## config.mk

```make
export PLATFORM = sky130hd
export DESIGN_NAME = div_top_iter_flat
export DESIGN_NICKNAME = d
export VERILOG_FILES = /design/src/rtl/div_top_iter_if.sv /design/src/rtl/div_top_iter.sv /design/src/flat_wrapper.sv
export SDC_FILE = /design/constraint.sdc
export NUM_CORES = 1
export LEC_CHECK = 0
export CORE_UTILIZATION = 25
export DETAILED_ROUTE_END_ITERATION = 6
export GPL_TIMING_DRIVEN = 0
export MAX_ROUTING_LAYER = met4
export PLACE_DENSITY_LB_ADDON = 0.05
export RECOVER_POWER = 100
export SLEW_MARGIN = 5
export SYNTH_ARGS = -nofsm -noshare
export SYNTH_HDL_FRONTEND = slang
export SYNTH_SLANG_ARGS = --single-unit
export TNS_END_PERCENT = 30
```

## constraint.sdc

```tcl
create_clock -name clk -period 2 [get_ports clk]
set_input_delay 0.3 -clock clk [delete_from_list [all_inputs] [get_ports clk]]
set_output_delay 0.3 -clock clk [all_outputs]
set_load 0.01 [all_outputs]
```

## src/rtl/div_top_iter_if.sv

```systemverilog
`default_nettype none
// ============================================================================
// Module      : div_top_iter_if
// Description : Operand/result bundle for the iterative unsigned divider.
//               The master drives the operands a/b; the slave (divider)
//               returns quotient q, remainder r and valid.
// Revision    : 1.0 - initial release
// ============================================================================
interface div_top_iter_if #(
  parameter int WIDTH = 6
);
  logic [WIDTH-1:0] a;
  logic [WIDTH-1:0] b;
  logic [WIDTH-1:0] q;
  logic [WIDTH-1:0] r;
  logic             valid;

  modport master (
    output a,
    output b,
    input  q,
    input  r,
    input  valid
  );

  modport slave (
    input  a,
    input  b,
    output q,
    output r,
    output valid
  );
endinterface : div_top_iter_if
`default_nettype wire

```

## src/rtl/div_top_iter.sv

```systemverilog
`default_nettype none
// ============================================================================
// Module      : div_top_iter
// Description : Free-running restoring shift-subtract unsigned divider.
//               Recomputes q = a / b and r = a % b whenever the applied
//               operands differ from the last latched pair, one quotient
//               bit per clock, MSB first. Results are registered and held
//               between computations.
// Revision    : 1.0 - initial release
// ============================================================================
module div_top_iter #(
  parameter int WIDTH = 6
) (
  input  wire logic     clk,
  input  wire logic     rst_n,
  div_top_iter_if.slave div_if
);

  localparam int             CW         = $clog2(WIDTH + 1);
  localparam logic [CW-1:0]  C_CNT_LOAD = CW'(WIDTH);
  localparam logic [CW-1:0]  C_CNT_LAST = CW'(1);

  typedef enum logic [0:0] {
    IDLE = 1'b0,
    BUSY = 1'b1
  } state_t;

  state_t           r_state;
  state_t           w_state_next;

  logic [WIDTH-1:0] r_a_l;
  logic [WIDTH-1:0] r_b_l;
  logic [WIDTH-1:0] r_dvd;
  logic [WIDTH-1:0] r_quo;
  logic [WIDTH:0]   r_rem;
  logic [CW-1:0]    r_cnt;
  logic             r_force_start;
  logic [WIDTH-1:0] r_q;
  logic [WIDTH-1:0] r_r;
  logic             r_valid;

  logic             w_start;
  logic             w_finish;
  logic             w_ge;
  logic [WIDTH:0]   w_rem_shift;
  logic [WIDTH:0]   w_rem_next;
  logic [WIDTH-1:0] w_quo_next;

  // State register.
  always_ff @(posedge clk or negedge rst_n) begin
    if (!rst_n) begin
      r_state <= IDLE;
    end else begin
      r_state <= w_state_next;
    end
  end

  // Next-state logic: start on any operand change (or first cycle after
  // reset), finish when the last quotient bit is being produced.
  always_comb begin
    w_state_next = r_state;
    w_start      = 1'b0;
    w_finish     = 1'b0;
    case (r_state)
      IDLE: begin
        if (r_force_start || (div_if.a != r_a_l) || (div_if.b != r_b_l)) begin
          w_start      = 1'b1;
          w_state_next = BUSY;
        end
      end
      BUSY: begin
        if (r_cnt == C_CNT_LAST) begin
          w_finish     = 1'b1;
          w_state_next = IDLE;
        end
      end
      default: begin
        w_state_next = IDLE;
      end
    endcase
  end

  // One restoring-division step. The extra remainder bit keeps the
  // compare against b_l from ever overflowing; with b_l == 0 every step
  // subtracts nothing, giving q = all ones and r = a.
  always_comb begin
    w_rem_shift = {r_rem[WIDTH-1:0], r_dvd[WIDTH-1]};
    w_ge        = (w_rem_shift >= {1'b0, r_b_l});
    w_rem_next  = w_ge ? (w_rem_shift - {1'b0, r_b_l}) : w_rem_shift;
    w_quo_next  = {r_quo[WIDTH-2:0], w_ge};
  end

  // Operand latches, working registers and registered results.
  always_ff @(posedge clk or negedge rst_n) begin
    if (!rst_n) begin
      r_a_l         <= '0;
      r_b_l         <= '0;
      r_dvd         <= '0;
      r_quo         <= '0;
      r_rem         <= '0;
      r_cnt         <= '0;
      r_force_start <= 1'b1;
      r_q           <= '0;
      r_r           <= '0;
      r_valid       <= 1'b0;
    end else if (w_start) begin
      r_a_l         <= div_if.a;
      r_b_l         <= div_if.b;
      r_dvd         <= div_if.a;
      r_quo         <= '0;
      r_rem         <= '0;
      r_cnt         <= C_CNT_LOAD;
      r_force_start <= 1'b0;
      r_valid       <= 1'b0;
    end else if (r_state == BUSY) begin
      r_rem <= w_rem_next;
      r_quo <= w_quo_next;
      r_dvd <= {r_dvd[WIDTH-2:0], 1'b0};
      r_cnt <= r_cnt - C_CNT_LAST;
      if (w_finish) begin
        r_q     <= w_quo_next;
        r_r     <= w_rem_next[WIDTH-1:0];
        r_valid <= 1'b1;
      end
    end
  end

  assign div_if.q     = r_q;
  assign div_if.r     = r_r;
  assign div_if.valid = r_valid;

endmodule : div_top_iter
`default_nettype wire

```

## src/flat_wrapper.sv

```systemverilog
// flat-port wrapper written by rule: the top's interface ports become plain ports
module div_top_iter_flat 
#(
  parameter int WIDTH = 6
)
  (clk, rst_n, div_if_a, div_if_b, div_if_q, div_if_r, div_if_valid);
  div_top_iter_if #(.WIDTH(WIDTH)) div_if_i ();
  input  wire logic clk;
  input  wire logic rst_n;
  input wire logic [$bits(div_if_i.a)-1:0] div_if_a;
  input wire logic [$bits(div_if_i.b)-1:0] div_if_b;
  output wire logic [$bits(div_if_i.q)-1:0] div_if_q;
  output wire logic [$bits(div_if_i.r)-1:0] div_if_r;
  output wire logic [$bits(div_if_i.valid)-1:0] div_if_valid;
  assign div_if_i.a = div_if_a;
  assign div_if_i.b = div_if_b;
  assign div_if_q = div_if_i.q;
  assign div_if_r = div_if_i.r;
  assign div_if_valid = div_if_i.valid;
  div_top_iter #(.WIDTH(WIDTH)) u_core (.clk(clk), .rst_n(rst_n), .div_if(div_if_i));
endmodule
```

==> impl_metrics.ini, run 1 <==
[logic_synthesis]
syn_avg_cell_area_sq_um = 9.897
yosys.area.top_type = dfrtp_1
postSynthCellCount = 244
synth.distinct_cells = 36
synth-seq-area-share_pct = 48.76
yosysWarnings = 0
synth-async-reset-ratio_pct = 100.0
synth-edff-count = 0
netlist.area_leader.share_pct = 47.67
yosys-top-cells-area = dfrtp_1, nand2_1, mux2_2
syn_nets = 268
ys_ff_latch = 47
syn-cell-area_sq_um = 2415
synthFlopType = dfrtp_1

[run]
cap_violations = 0

[route]
via_count = 1811
drt-wirelength-per-cell_um = 14.24
ant_nets = 0
drcViolationCount = 0
drtIter0Drc = 50
vias_per_cell = 4.406
firstDrtPassIters = 4
drt-total-wl_um = 5853

[power]
ir_drop_mv = 0.4813
pwr-share-clk_pct = 11.5
internal_power_w = 0.003005
p_sw_w = 0.002180
p_seq_share_pct = 34.2
combPwrFrac_pct = 54.2
pwr_density_cell_nw_per_um2 = 1715
switching_share_pct = 42.05
power_w = 0.005185
p_leak_nw = 1.318

[place]
dp_hpwl_um = 4220
io_buffers = 26
place_area_sq_um = 2859
dp_slack_ns = -0.1858
gp_congestion = 0.7318
post-place-cells = 400

[layout]
diodes = 0
areaGrowthSynthToFinish_pct = 25.18
n_fill_cell = 1018
layout_commonest_cell = nand2_1
stdcell_count = 411
seq_area_sq_um = 1182
final_nets = 305
fin_area_sq_um = 3023
drive_gt1_share_pct = 17.38
final_cell_mix = nand2_1, dfrtp_1, nand3_1
multi_input_area_sq_um = 1189

[clock_tree]
cts_tree = yes
cts.clk_slew.worst_paths_ns = 0.10
clkLatencyLatePin_ns = 0.31
cts_max_level = 2
clockBufferDepth = 2
ctsHoldBuffers = 0
root_buffer = clkbuf_8
numClockSinks = 47
cts_buffers = 5

[setup_path]
max_stage_delay_ns = 0.47
cp_data_required_time_ns = 2.17
worstPathMaxFanout = 10
crit_path_end_kind = flip-flop
worstSetupPathType = input pin to flip-flop
arrival_ns = 2.09
cp_slowest_cell = clkdlybuf4s50_1
crit_chain = clkdlybuf4s50_1, xor2_1, nor4_1, and4_1, buf_6, clkbuf_4, mux2i_1, o21ai_1
crit_path_start_kind = input pin

[global_route]
grt_usage_pct = 13.05
grt-ovfl-total = 0
grt_pass1_vias = 1794
grt_max_degree = 29
grt_antenna_before_repair = 0
grt_first_pass_wirelength_um = 9653

[worst_hold_path]
hold_class = input pin to asynchronous set/reset pin

[timing]
worst_clock_skew_ns = 0.01419
slew-limit-headroom_pct = 32.77
finalHoldViolCount = 0
fin_hold_ws_ns = 0.02343
layout_min_cycle_time_ns = 1.918
rsz0062_at_grt = yes
max_freq_ghz = 0.5214
setup_slack_ns = 0.08216
setup_violations = 0
min_period_over_period_pct = 95.89
worst_pin_slew_ns = 1.008
drv_slew = 0

[run_status]
outcome = finished clean

[floorplanning]
core_area_sq_um = 9284
ioPinCount = 27
dieHeight_um = 100.3
die_w_um = 100.3
initial_core_util_pct = 26.01
num_rows = 35
die_area_sq_um = 10060
## metal layers
metal  routed length (um)  track usage (%)  share of wire [%]
met4                   66            3.679                1.1
met2                 2623            19.76                 45
met3                  156            2.228                2.7
met5                    0                -                  0
met1                 3007            17.94                 51
## sequential cells by signal, indices dropped and copies added, names as in the netlist, 3 cells and up
signal,count
u_core.r_dvd,6
u_core.r_rem,6
u_core.r_cnt,3
u_core.r_a_l,6
u_core.div_if.r,6
u_core.div_if.q,6
u_core.r_quo,5
u_core.r_b_l,6
## cells by family (layout without fill, tap and decap cells)
group	count (synthesis)	count (layout)	share of synthesized area, %
AND/OR/NAND/NOR	89	89	16.94
XOR/XNOR	16	16	5.803
multiplexers	19	19	8.549
AO/OA/AOI/OAI	38	38	9.689
buffers and inverters	25	63	4.766
adder cells (fa/ha/maj)	10	10	5.492
flip-flops	47	47	48.76
## final timing paths
| path | startpoint | to | slack [ns] | cells past startpoint |
|---|---|---|---|---|
| worst max-delay path | div_if_a[1] | u_core.r_dvd[2] | 0.08 | 8 |
| min in group clk | u_core.div_if.q[4] | u_core.div_if.q[4] | 0.47 | 2 |
| worst min register to register | u_core.div_if.q[4] | u_core.div_if.q[4] | 0.47 | 2 |
| max in group asynchronous | rst_n | u_core.r_rem[3] | 0.45 | 2 |
| worst max register to register | u_core.r_rem[2] | u_core.div_if.q[0] | 0.10 | 6 |
| worst min-delay path | rst_n | u_core.div_if.r[5] | 0.02 | 1 |
## final cells by class
cell class                      count  share of cell area, %
Inverter                           11                  1.366
Buffer                             14                  2.359
Clock inverter                      3                 0.6209
Sequential cell                    47                  39.11
Tap cell                          129                  5.339
Timing Repair Buffer               30                  9.603
Clock buffer                        5                  2.276
Multi-Input combinational cell    172                  39.32
## power by group through the flow
stage | logic (W) | registers [W] | clock network, W
after global placement | 0.00263 | 0.00178 | 0
final | 0.00281 | 0.00178 | 0.000598
after detailed placement | 0.00262 | 0.00179 | 0
after CTS | 0.00269 | 0.00177 | 0.000637
after floorplan | 0.00178 | 0.00175 | 0
after global routing | 0.00320 | 0.00185 | 0.000668
## Yosys cell counts (6+ instances only)
cell and n:
dfrtp_1 46, mux2i_1 6, nand3_1 15, nand2_1 44, ha_1 9, o21ai_0 11, a21oi_1 8, xor2_1 14
nand4_1 6, nor2_1 10, clkbuf_1 9, mux2_2 13, inv_1 11
## worst max-delay path, delay by kind of cell
kind	cells	cell delay [ns]
buffers and inverters	3	0.84
AND/OR/NAND/NOR	2	0.49
multiplexers	1	0.21
XOR/XNOR	1	0.18
AO/OA/AOI/OAI	1	0.07
## what timing repair did
item / in CTS / in global routing
endpoints found under the setup margin: 12 / 14
pin swaps: 2 / 6
cloned: 0 / 0
gates resized for setup: 1 / 20
setup buffers: 2 / 1
## stage by stage
stage | util (%) | setup TNS, ns
2_1_floorplan | - | 0
3_3_place_gp | 30.55 | -51.10
3_5_place_dp | 30.80 | -3.647
4_1_cts | 31.94 | -0.01376
5_1_grt | 32.56 | -0.04310
6_report | 32.56 | 0
Power figures use the tool's default switching activity.
==> run 2, diff against run 1 <==
==> constraint.sdc (replaced) <==
create_clock -name clk -period 1.6 [get_ports clk]
set_input_delay 0.24 -clock clk [delete_from_list [all_inputs] [get_ports clk]]
set_output_delay 0.24 -clock clk [all_outputs]
set_load 0.01 [all_outputs]
==> impl_metrics.ini, run 2 (synthesis gave the netlist of run 1 again) <==
[layout]
areaGrowthSynthToFinish_pct = 33.26
n_fill_cell = 1004
drive_gt1_share_pct = 23.99
post-route-util_pct = 34.66
final_nets = 319
layout_commonest_cell = nand2_1
final_cell_mix = nand2_1, dfrtp_1, buf_4
stdcell_count = 425
diodes = 0

[clock_tree]
root_buffer = clkbuf_8
cts_max_level = 2
clockBufferDepth = 2
cts.clk_slew.worst_paths_ns = 0.10
cts_tree = yes
clkLatencyLatePin_ns = 0.31
numClockSinks = 47
cts_buffers = 5

[run]
cap_violations = 0

[power]
p_sw_w = 0.002895
ir_drop_mv = 0.6772
combPwrFrac_pct = 58.5
p_seq_share_pct = 30.9
switching_share_pct = 40.97
pwr_density_cell_nw_per_um2 = 2196
p_leak_nw = 1.417
internal_power_w = 0.004172
pwr-share-clk_pct = 10.6

[setup_path]
arrival_ns = 2.10
rr_worst_depth = 7
worstPathMaxFanout = 7
worstSetupPathType = flip-flop to flip-flop
crit_path_end_kind = flip-flop
crit_path_start_kind = flip-flop
cp_data_required_time_ns = 1.80

[worst_hold_path]
hold_depth = 2
hold_class = flip-flop to flip-flop

[timing]
rsz0062_at_grt = yes
worst_pin_slew_ns = 0.6346
layout_min_cycle_time_ns = 1.897
min_period_over_period_pct = 118.6
setup_slack_ns = -0.2972
worst_clock_skew_ns = 0.01006
finalHoldViolCount = 0
drv_slew = 0
slew-limit-headroom_pct = 57.69
max_freq_ghz = 0.5271
setup_violations = 36

[floorplanning]
initial_core_util_pct = 26.01
core_area_sq_um = 9284
num_rows = 35
dieHeight_um = 100.3
ioPinCount = 27
die_area_sq_um = 10060
die_w_um = 100.3

[place]
post-place-cells = 400
io_buffers = 26
gp_congestion = 0.7534
dp_hpwl_um = 4268

[run_status]
violations = negative setup slack
outcome = finished with violations

[route]
via_count = 1854
ant_nets = 0
drcViolationCount = 0
drt-wirelength-per-cell_um = 14.11
drt-total-wl_um = 5996
firstDrtPassIters = 4
vias_per_cell = 4.362
drtIter0Drc = 58

[global_route]
grt_pass1_vias = 1903
grt_first_pass_wirelength_um = 10150
grt_usage_pct = 13.66
grt_max_degree = 25
grt_antenna_before_repair = 0
grt-ovfl-total = 0
-- run 2: cell types whose count changed in the layout (fill, tap and decap cells not counted), moves of 4 or more --
| cell | change |
|---|---|
| o21ai_0 | -8 |
| clkbuf_1 | -4 |
| o21ai_1 | +8 |
| buf_4 | +12 |
-- run 2: final cells by class --
cell class	instances	area, sq um	area share [%]
multi-input cells	172	1237	38.45
well taps	129	161.4	5.016
repair buffers	44	409.1	12.71
plain buffers	14	100.1	3.110
clock buffers	5	68.82	2.138
flip-flops and latches	47	1181	36.70
inverters	11	41.29	1.283
clock inverters	3	18.77	0.5832
-- run 2: worst max-delay path: stages, from the launching register on --
cell and delay (ns):
dfrtp_1 0.40, inv_2 0.08, ha_4 0.21, a21o_1 0.17
a21oi_2 0.19, o211ai_1 0.26, and2_4 0.25, mux2_4 0.25
-- run 2: power groups by stage --
stage	Sequential (W)	Combinational, W	Clock (W)
3_3_place_gp	0.00223	0.00359	0
3_5_place_dp	0.00224	0.00358	0
6_report	0.00218	0.00414	0.000747
5_1_grt	0.00227	0.00463	0.000842
2_1_floorplan	0.00221	0.00249	0
4_1_cts	0.00220	0.00402	0.000789
-- run 2: what timing repair did --
action / 4_1_cts / 5_1_grt
cloned: 1 / 0
setup endpoints to repair: 42 / 41
hold endpoints to repair: 23 / 0
setup buffers: 10 / 5
gates resized for setup: 23 / 12
pin swaps: 12 / 8
hold buffers: 1 / 0
-- run 2: per-stage QoR --
stage	instance area, sq um	setup slack [ns]	setup TNS, ns	total power (W)	hold slack [ns]
6_report	3218	-0.2972	-6.200	0.007067	0.4736
5_1_grt	3218	-0.3816	-10.74	0.007745	0.5032
4_1_cts	3152	-0.2952	-6.673	0.007005	0.4849
3_5_place_dp	2917	-0.5194	-15.52	0.005823	0.2908
3_3_place_gp	2902	-1.363	-78.51	0.005823	0.4600
2_1_floorplan	2480	-0.09194	-0.3787	0.004694	-0.05559
-- run 2: path summary, 6_finish.rpt --
check | slack [ns] | end | start
max in group asynchronous | 0.20 | u_core.r_force_start | rst_n
max | -0.30 | u_core.div_if.q[0] | u_core.r_b_l[3]
min reg2reg | 0.47 | u_core.div_if.q[2] | u_core.div_if.q[2]
min | 0.47 | u_core.div_if.q[2] | u_core.div_if.q[2]
min in group asynchronous | 0.48 | u_core.div_if.r[1] | rst_n
max reg2reg | -0.30 | u_core.div_if.q[0] | u_core.r_b_l[3]
-- run 2: metal layers --
metal | part of all wire (%) | global-route usage [%] | up-vias
met3 | 3.9 | 3.134 | 8
met4 | 1.4 | 4.236 | 0
met1 | 48 | 18.19 | 868
li1 | - | - | 936
met2 | 46 | 20.60 | 42
met5 | 0 | - | -
==> run 3, diff against run 2 <==
--- a/config.mk
+++ b/config.mk
@@ -11,7 +11,6 @@
 export MAX_ROUTING_LAYER = met4
 export PLACE_DENSITY_LB_ADDON = 0.05
 export RECOVER_POWER = 100
-export SLEW_MARGIN = 5
 export SYNTH_ARGS = -nofsm -noshare
 export SYNTH_HDL_FRONTEND = slang
 export SYNTH_SLANG_ARGS = --single-unit
==> results of run 3 <==
The final DEF is identical to that of run 2; final timing and power are the same.
==> patch: new RTL, config.mk and constraints of run 2 <==
`WIDTH` is set to 6 in 3 places; all go to 12.
--- a/src/rtl/div_top_iter_if.sv
+++ b/src/rtl/div_top_iter_if.sv
@@ -9,3 +9,3 @@
 interface div_top_iter_if #(
-  parameter int WIDTH = 6
+  parameter int WIDTH = 12
 );
--- a/src/rtl/div_top_iter.sv
+++ b/src/rtl/div_top_iter.sv
@@ -11,3 +11,3 @@
 module div_top_iter #(
-  parameter int WIDTH = 6
+  parameter int WIDTH = 12
 ) (
--- a/src/flat_wrapper.sv
+++ b/src/flat_wrapper.sv
@@ -3,3 +3,3 @@
 #(
-  parameter int WIDTH = 6
+  parameter int WIDTH = 12
 )
Ports: changed (resized div_if_a, div_if_b, div_if_q and div_if_r); port bits go from 27 to 51. No check against the original RTL was run, so the function may have changed too.
==> patch against run 2 <==
Power grew 110%. The flow still finishes with violations (negative setup slack). Area after synthesis grew 83%. Sequential cell count grew 43. Maximum frequency decreased by 18%. Cell area increased by 96%. Cell count up 76%. Setup slack got worse by 420 ps. Wire length increased by 110%. Sequential power grew 94%. Utilization up 1.7 points.
==> patch: results (changes against run 2) <==
Fin Clk Skew 11.6 ps (was 10.1 ps); DR iter-0 viols 166 (was 58); placed instance area 5310 um2 (was 2920 um2); LEAKAGE 2.82 nW (was 1.42 nW); post-synth cell types 48 (was 36); Via-to-Cell Ratio 4.57 (was 4.36); global-route wire length before repair 19900 um (was 10100 um); Inst Count DP 706 (was 400); wire per inst 16.7 um (was 14.1 um); Nets 560 (was 319); H-Tree Depth 3 (was 2); combinational share of power 57.4% (was 58.5%); status finished with violations (unchanged); Relative slew margins 46.5% (was 57.7%); worst path arrival time 2550 ps (was 2100 ps); Final WS setup -714 ps (was -297 ps); Sw Share 38.6% (was 41.0%); RePlAce Congestion 0.751 (was 0.753); clk_lat worst skew 350 ps (was 310 ps); number of global-route vias before repair 3391 (was 1903); worst-case clock buffer depth 2 (unchanged); root buffer cell clkbuf_16 (was clkbuf_8); post-synthesis sequential area ratio 51.1% (was 48.8%); maximum fanout along the worst path 4 (was 7); setup TNS -45590 ps (was -6200 ps); largest net degree at the start of global routing 53 (was 25); clock slew at reported path FFs 70 ps (was 100 ps); area share of xor/xnor cells in the synthesized design 6.15% (was 5.80%); aggregate global-route resource usage 15.1% (was 13.7%); post-synthesis compound-gate area fraction 13.9% (was 9.69%); Gate Count Post-Synth 430 (was 244); failing checks negative setup slack (unchanged); FFs w/ async S/R, synth 100% (unchanged); mux contribution to synthesized area 6.46% (was 8.55%); sequential share of power 28.2% (was 30.9%); DP Worst Slack -1190 ps (was -519 ps); hpwl dp 8450 um (was 4270 um); Port-buffer cells 50 (was 26); total CTS buffers 9 (was 5); Final setup viols 85 (was 36); DR pass1 iterations 6 (was 4); VDD IR max 715 uV (was 677 uV); final WL 12500 um (was 6000 um); Adder-Cell Fraction of Synth Area 4.42% (was 5.49%); Mapped Nets 471 (was 268); largest cells by area after synthesis dfrtp_1 (50%), nand2_1 (6.9%), xor2_1 (5.0%) (was dfrtp_1 (48%), nand2_1 (6.8%), mux2_2 (6.1%)); Commonest cells post-synth dfrtp_1 (89), nand2_1 (81), o21ai_0 (31) (was dfrtp_1 (46), nand2_1 (44), nand3_1 (15)); pwr dens 2370 nW/um2 (was 2200 nW/um2); layout cell share with drive strength beyond 1 28.1% (was 24.0%)
patch: area by class of cell:
cell class	count	area (um2)
Tap cell	225	282
Multi-Input combinational cell	291	2330
Timing Repair Buffer	80	838
Inverter	27	101
Sequential cell	90	2250
Buffer	20	193
Clock buffer	10	239
Fill cell	1744	11000
Clock inverter	6	53.8
patch: kinds of logic (layout without fill, tap and decap cells):
group,count (synthesis),in the layout
AND/OR/NAND/NOR,132,132
AO/OA/AOI/OAI,90,90
flip-flops,90,90
buffers and inverters,49,143
XOR/XNOR,31,31
multiplexers,23,23
adder cells (fa/ha/maj),15,15
patch: worst max-delay path, stage by stage (launching register included):
cell and delay [ps]:
dfrtp_1 440, ha_4 310, and4_4 240, nand2_4 50
a311o_1 270, and3_4 190, buf_4 140, mux2_4 300
mux2_2 260
patch: metal layers:
| layer | GRT usage (%) | share of wire [%] |
|---|---|---|
| met5 | - | 0 |
| met4 | 5.06 | 1.3 |
| met3 | 2.18 | 2.6 |
| met2 | 22.2 | 46 |
| met1 | 21.3 | 50 |
patch: what timing repair did:
action / CTS / global route
hold endpoints to repair: 23 / 0
buffers inserted: 18 / 5
hold buffers: 1 / 0
pin swaps: 46 / 22
cloned: 5 / 0
endpoints found under the setup margin: 90 / 85
gates resized for setup: 95 / 31
patch: worst paths after layout:
path / startpoint / to / slack (ps) / cells after the start
worst max-delay path: u_core.r_rem[7] / u_core.div_if.r[2] / -710 / 8
worst min-delay path: u_core.div_if.q[0] / u_core.div_if.q[0] / 470 / 2
worst max register to register: u_core.r_rem[7] / u_core.div_if.r[2] / -710 / 8
max in group asynchronous: rst_n / u_core.r_a_l[1] / 220 / 3
worst min register to register: u_core.div_if.q[0] / u_core.div_if.q[0] / 470 / 2
min in group asynchronous: rst_n / u_core.r_rem[6] / 540 / 2
